===== src/rtl/permutation_round_ctrl.sv =====
// permutation_round_ctrl: Ascon permutation round sequencer and 320-bit state register.
// Optional macro PERM_BACK_TO_BACK_EN lets a start in DONE launch the next permutation directly.
module permutation_round_ctrl #(
  parameter int ROUNDS_A = 12,
  parameter int ROUNDS_B = 6
) (
  input  logic             clock_i,
  input  logic             resetb_i,
  input  logic             start_i,
  input  logic             mode_i,
  input  logic [4:0][63:0] state_i,
  input  logic [4:0][63:0] round_state_i,
  output logic [4:0][63:0] round_state_o,
  output logic [3:0]       round_o,
  output logic             busy_o,
  output logic             done_o,
  output logic [4:0][63:0] state_o
);
  if (ROUNDS_A < 1 || ROUNDS_A > 12) begin : g_bad_a
    $error("ROUNDS_A must be in 1..12");
  end
  if (ROUNDS_B < 1 || ROUNDS_B > 12) begin : g_bad_b
    $error("ROUNDS_B must be in 1..12");
  end
  localparam logic [3:0] INIT_A = 4'(12 - ROUNDS_A);
  localparam logic [3:0] INIT_B = 4'(12 - ROUNDS_B);
  localparam logic       LAST_A = (ROUNDS_A == 1);
  localparam logic       LAST_B = (ROUNDS_B == 1);
  typedef enum logic [1:0] {IDLE, RUN, DONE} fsm_t;
  fsm_t             r_fsm, w_fsm_nxt;
  logic [4:0][63:0] r_state, w_state_nxt;
  logic [3:0]       r_round, w_round_nxt;
  logic             r_last, w_last_nxt;
  logic             w_load;
  logic             w_final;
`ifdef PERM_BACK_TO_BACK_EN
  assign w_load = start_i && (r_fsm == IDLE || r_fsm == DONE);
`else
  assign w_load = start_i && (r_fsm == IDLE);
`endif
  assign w_final       = r_last || (r_round == 4'd11);
  assign round_state_o = r_state;
  assign state_o       = r_state;
  assign round_o       = r_round;
  assign busy_o        = (r_fsm == RUN);
  assign done_o        = (r_fsm == DONE);
  // next-state: load on accepted start, capture the round chain while running, freeze otherwise
  always_comb begin
    w_fsm_nxt   = r_fsm;
    w_state_nxt = r_state;
    w_round_nxt = r_round;
    w_last_nxt  = r_last;
    if (w_load) begin
      w_fsm_nxt   = RUN;
      w_state_nxt = state_i;
      w_round_nxt = mode_i ? INIT_B : INIT_A;
      w_last_nxt  = mode_i ? LAST_B : LAST_A;
    end else if (r_fsm == RUN) begin
      w_state_nxt = round_state_i;
      w_fsm_nxt   = w_final ? DONE : RUN;
      w_round_nxt = w_final ? r_round : r_round + 4'd1;
    end else if (r_fsm == DONE) begin
      w_fsm_nxt = IDLE;
    end
  end
  // state register with asynchronous abort
  always_ff @(posedge clock_i or negedge resetb_i) begin
    if (!resetb_i) begin
      r_fsm   <= IDLE;
      r_state <= '0;
      r_round <= '0;
      r_last  <= 1'b0;
    end else begin
      r_fsm   <= w_fsm_nxt;
      r_state <= w_state_nxt;
      r_round <= w_round_nxt;
      r_last  <= w_last_nxt;
    end
  end
endmodule


===== config.mk =====
export PLATFORM = sky130hd
export DESIGN_NAME = permutation_round_ctrl
export DESIGN_NICKNAME = d
export VERILOG_FILES = /design/src/rtl/permutation_round_ctrl.sv
export SDC_FILE = /design/constraint.sdc
export NUM_CORES = 1
export LEC_CHECK = 0
export ABC_CLOCK_PERIOD_IN_PS = 1800
export BUFFER_PORTS_ARGS = -buffer_cell sky130_fd_sc_hd__buf_2
export CAP_MARGIN = 20
export CORE_AREA = 8 8 497 499
export DETAILED_ROUTE_END_ITERATION = 8
export DIE_AREA = 0 0 505 507
export GPL_ROUTABILITY_DRIVEN = 0
export PLACE_DENSITY = 0.3
export SKIP_LAST_GASP = 1
export SYNTH_ARGS = -nofsm -noshare
export SYNTH_HDL_FRONTEND = slang
export SYNTH_SLANG_ARGS = --single-unit

===== constraint.sdc =====
create_clock -name clock_i -period 1.8 [get_ports clock_i]
set_clock_uncertainty 0.05 [all_clocks]
set_input_delay 0.27 -clock clock_i [delete_from_list [all_inputs] [get_ports clock_i]]
set_output_delay 0.27 -clock clock_i [all_outputs]
set_load 0.02 [all_outputs]

======== Yosys cells after proc, flatten, opt, wreduce, memory -nomap -nowiden ========
Cells that the tools add are included.
word-level totals
  bits of input ports ..................... 644
  word-level logic and storage cells ...... 27
  register bits ........................... 326
  output and inout bits ................... 646
operators by class
  multiplexer cells ....................... 10
  reduce and logical (&&, ||, !) cells .... 5
  add/subtract/negate cells ............... 1
  equality and inequality tests ........... 4
operator list
  cell                 number
  $mux 320             2
  $mux 4               3
  $mux 2               4
  $add 4x1->4 const B  1
  $eq 4x4->1 const B   1
  $mux 3               1
  $reduce_bool 3->1    1
  $eq 2x1->1 const B   1
  $eq 2x2->1 const B   1
  $logic_not 2->1      1
  $ne 2x2->1 const B   1
  $reduce_and 2->1     1
  $reduce_bool 2->1    1
  $logic_and 1x1->1    1

======== Depth between registers and ports, before layout ========
  depth in word-level cells ............... 4
  mapped depth ............................ 9

======== Worst setup path before layout ========
OpenSTA, ideal clock, no wires.
  kind .................................... reg-to-reg
  start ................................... register r_fsm[1]
  end ..................................... register r_state (netlist bit round_state_o[24])
  required time ........................... 1618 ps
  arrival time ............................ 1522 ps
  stages on the path, launching flop included .. 8
  buffers on the path ..................... 3
  setup slack ............................. 96 ps
  path through ............................ dfrtp_1 inv_1 ha_1 buf_4 buf_4 buf_4 mux2i_1 o21ai_1
RTL lines
  what                                RTL line  source
  start: declaration                  30        fsm_t r_fsm, w_fsm_nxt;
  start signal: assignment            74        r_fsm <= w_fsm_nxt;
  $eq 2x1->1                          -
  named net busy_o                    15        output logic busy_o,
  $reduce_bool 2->1 (no source line)  -
  end signal: assignment              75        r_state <= w_state_nxt;
  end: declaration                    31        logic [4:0][63:0] r_state, w_state_nxt;
The timed path passes the listed nets, and every way through them passes these cells.
A chain may end at the register's enable or synchronous reset.

======== Final worst setup path ========
  start ................................... register r_fsm[0]
  end ..................................... output port busy_o
on the way
  word-level cells in the longest chain between the ends .. 1
ends and longest elaborated chain
  what              RTL line  source
  $eq 2x1->1        45        assign busy_o = (r_fsm == RUN);
  end: declaration  15
Every way passes these cells.

==> results.json <==
{
  "status": "finished, violations left",
  "violations": "setup timing",
  "rsz0062_at_grt": "yes",
  "design_area_um2": 37900,
  "syn_nets": 2394,
  "nets": 4164,
  "path_clk_slew_ps": 70,
  "wl_per_cell_um": 28.5,
  "critPathTopFamily": "flip-flops",
  "relSlewSlack_pct": 28.1,
  "worst_pin_slew_ps": 1080,
  "top_level_ports": 1290,
  "synth_common_cells": "buf_4 (346), dfrtp_1 (326), nand2_1 (324)",
  "ir_worst_vdd_uv": 703,
  "cp_num_buf_inv": 3,
  "num_rows": 180,
  "synth_edf_count": 0,
  "place_hpwl_um": 161000,
  "clk-insertion-delay-late_ps": 680,
  "drt_iter0_markers": 992,
  "fillerInstances": 27200,
  "area_growth_pct": 116,
  "critical_path_required_ps": 1480,
  "cts_sinks": 326,
  "first_pass_iters": 5,
  "synthTopCellsByArea": "dfrtp_1 (46%), mux2i_1 (18%), buf_4 (15%)",
  "slew_viol_final": 0,
  "fin_util_pct": 15.9,
  "power_per_cell_area_nw_per_um2": 524,
  "critPathMaxStageDelay_ps": 430,
  "ys_ff_latch": 326,
  "synthCells": 1745,
  "synth.distinct_cells": 24,
  "ys_async_sr_fraction_pct": 100,
  "fmax_mhz": 496,
  "ys_warn_count": 0,
  "fin_cells": 6790,
  "initial_core_util_pct": 7.35,
  "finalSetupViolations": 249,
  "fin_crit_sh_pct": 112,
  "synth_largest_area_cell": "dfrtp_1",
  "die_w_um": 505,
  "overflow": 0,
  "syn-cell-area_um2": 17600,
  "crit_type": "flip-flop to output pin",
  "via_count": 21100,
  "path_cells": "ha_4, buf_12, buf_16, buf_8",
  "grtUsageTotal_pct": 13.8,
  "synth.most_common_cell": "buf_4",
  "yosysSeqAreaShare_pct": 46.4,
  "cts_tree": "yes",
  "core_um2": 239000,
  "fin_ws_ps": -214,
  "grt_pass1_vias": 22500,
  "postRouteWirelength_um": 193000,
  "avgSynthCellArea_um2": 10.1,
  "cp-start-kind": "flip-flop",
  "crit_slowest_cell": "dfrtp_1",
  "synth_ff_type": "dfrtp_1",
  "end_kind": "output pin",
  "path_max_fanout": 3,
  "die_h_um": 507,
  "grt_max_degree": 58,
  "seq_area_um2": 8220,
  "drtAntennaViolNets": 0,
  "numCtsBuffers": 49,
  "p_leak_nw": 17.7,
  "antenna_found_initial": 180,
  "viasPerCell": 3.10,
  "h-tree-depth": 2,
  "hp-class": "input pin to flip-flop",
  "preCtsSetupSlack_ps": -41.5,
  "placed_cells": 5911,
  "hold_viol": 0,
  "finalSetupTns_ps": -12240,
  "root_buffer": "clkbuf_16",
  "synth.top_cell.area_share_pct": 46.4,
  "dpl_cell_area_um2": 26100,
  "drc_errors": 0,
  "final_layout_size_suffix_gt1_share_pct": 51.9,
  "io_buffers": 1289,
  "clock_path_buffers": 3,
  "multi_input_area_um2": 7210,
  "die_area_um2": 256000,
  "holdWs_ps": 266,
  "grt_pass1_wl_um": 236000,
  "min_period_ps": 2010,
  "power.total_mw": 19.9,
  "cap_violations": 0,
  "crit_arrival_ps": 1690
}
## final timing paths
check / startpoint / to / slack, ps / depth (start not counted)
max: r_fsm[0] / busy_o / -210 / 4
min: state_i[192] / round_state_o[192] / 270 / 4
max reg2reg: r_fsm[1] / round_state_o[161] / -160 / 7
min reg2reg: round_state_o[145] / round_state_o[145] / 520 / 2
max in group asynchronous: resetb_i / round_state_o[192] / -140 / 3
min in group asynchronous: resetb_i / round_state_o[268] / 300 / 3
## worst min-delay path, cell delays in order
cell,delay [ps]
dlygate4sd3_1,510
buf_2,100
nand2_2,50
o21ai_2,40
## placed cells by master (no fill, tap or decap), types with 2 or more instances in the layout
cell	instances
a21oi_1	3
buf_12	44
buf_16	23
buf_2	1187
buf_4	137
buf_6	53
buf_8	23
bufinv_16	3
clkbuf_1	10
clkbuf_16	84
clkbuf_8	5
clkinv_2	8
clkinv_4	4
clkinv_8	2
clkinvlp_4	4
dfrtp_1	279
dfrtp_2	47
diode_2	54
dlygate4sd3_1	644
ha_1	2
ha_4	3
inv_2	2
inv_6	2
mux2i_1	306
mux2i_2	10
mux2i_4	5
nand2_1	206
nand2_2	62
nand2_4	55
nor2_1	2
o21ai_0	13
o21ai_1	235
o21ai_2	74
## layer usage
layer  vias up  track usage, %  routed length, µm
met4       134            2.91               4670
li1       9220               -                  -
met5         -               0                884
met1     10200            16.3              79100
met2      1252            21.4              83800
met3       294            8.42              24800
## flip-flops by register name, summed over array words and instances (netlist names)
register,count
r_fsm,2
round_o,4
round_state_o,320
## what timing repair did
action                                  CTS  global route
hold endpoints to repair                643             0
gates resized for setup                 195           428
endpoints found under the setup margin  184           338
gates cloned                             13            44
hold buffers                            644             0
pin swaps                                 3            99
buffers inserted                         15            28
## power by group
group	total, mW	internal (mW)	switching [mW]	leakage, nW
Clock	9.97	5.64	4.33	0.766
Combinational	2.56	1.50	1.07	12.4
Sequential	7.33	7.33	0	4.45
Total	19.9	14.5	5.39	17.7
## cells by family (layout without fill, tap and decap cells)
kind of cell | Yosys count | count (layout) | share of synthesized area (%)
mux | 321 | 321 | 18.3
other cells | 0 | 54 | 0
flops | 326 | 326 | 46.4
fa+ha+maj | 5 | 5 | 0.356
compound gates | 328 | 328 | 9.38
simple gates | 333 | 333 | 7.21
buf+inv | 431 | 2237 | 18.3
xor+xnor | 1 | 1 | 0.0498
## layout make-up
type | instances | share of cell area [%]
inverters | 3 | 0.0297
well taps | 3185 | 10.5
diodes | 54 | 0.356
clock inverters | 23 | 0.647
multi-input cells | 988 | 19.0
clock buffers | 64 | 3.51
flip-flops and latches | 326 | 21.7
repair buffers | 2147 | 44.3
No activity file was read; power rests on OpenSTA's default activity.
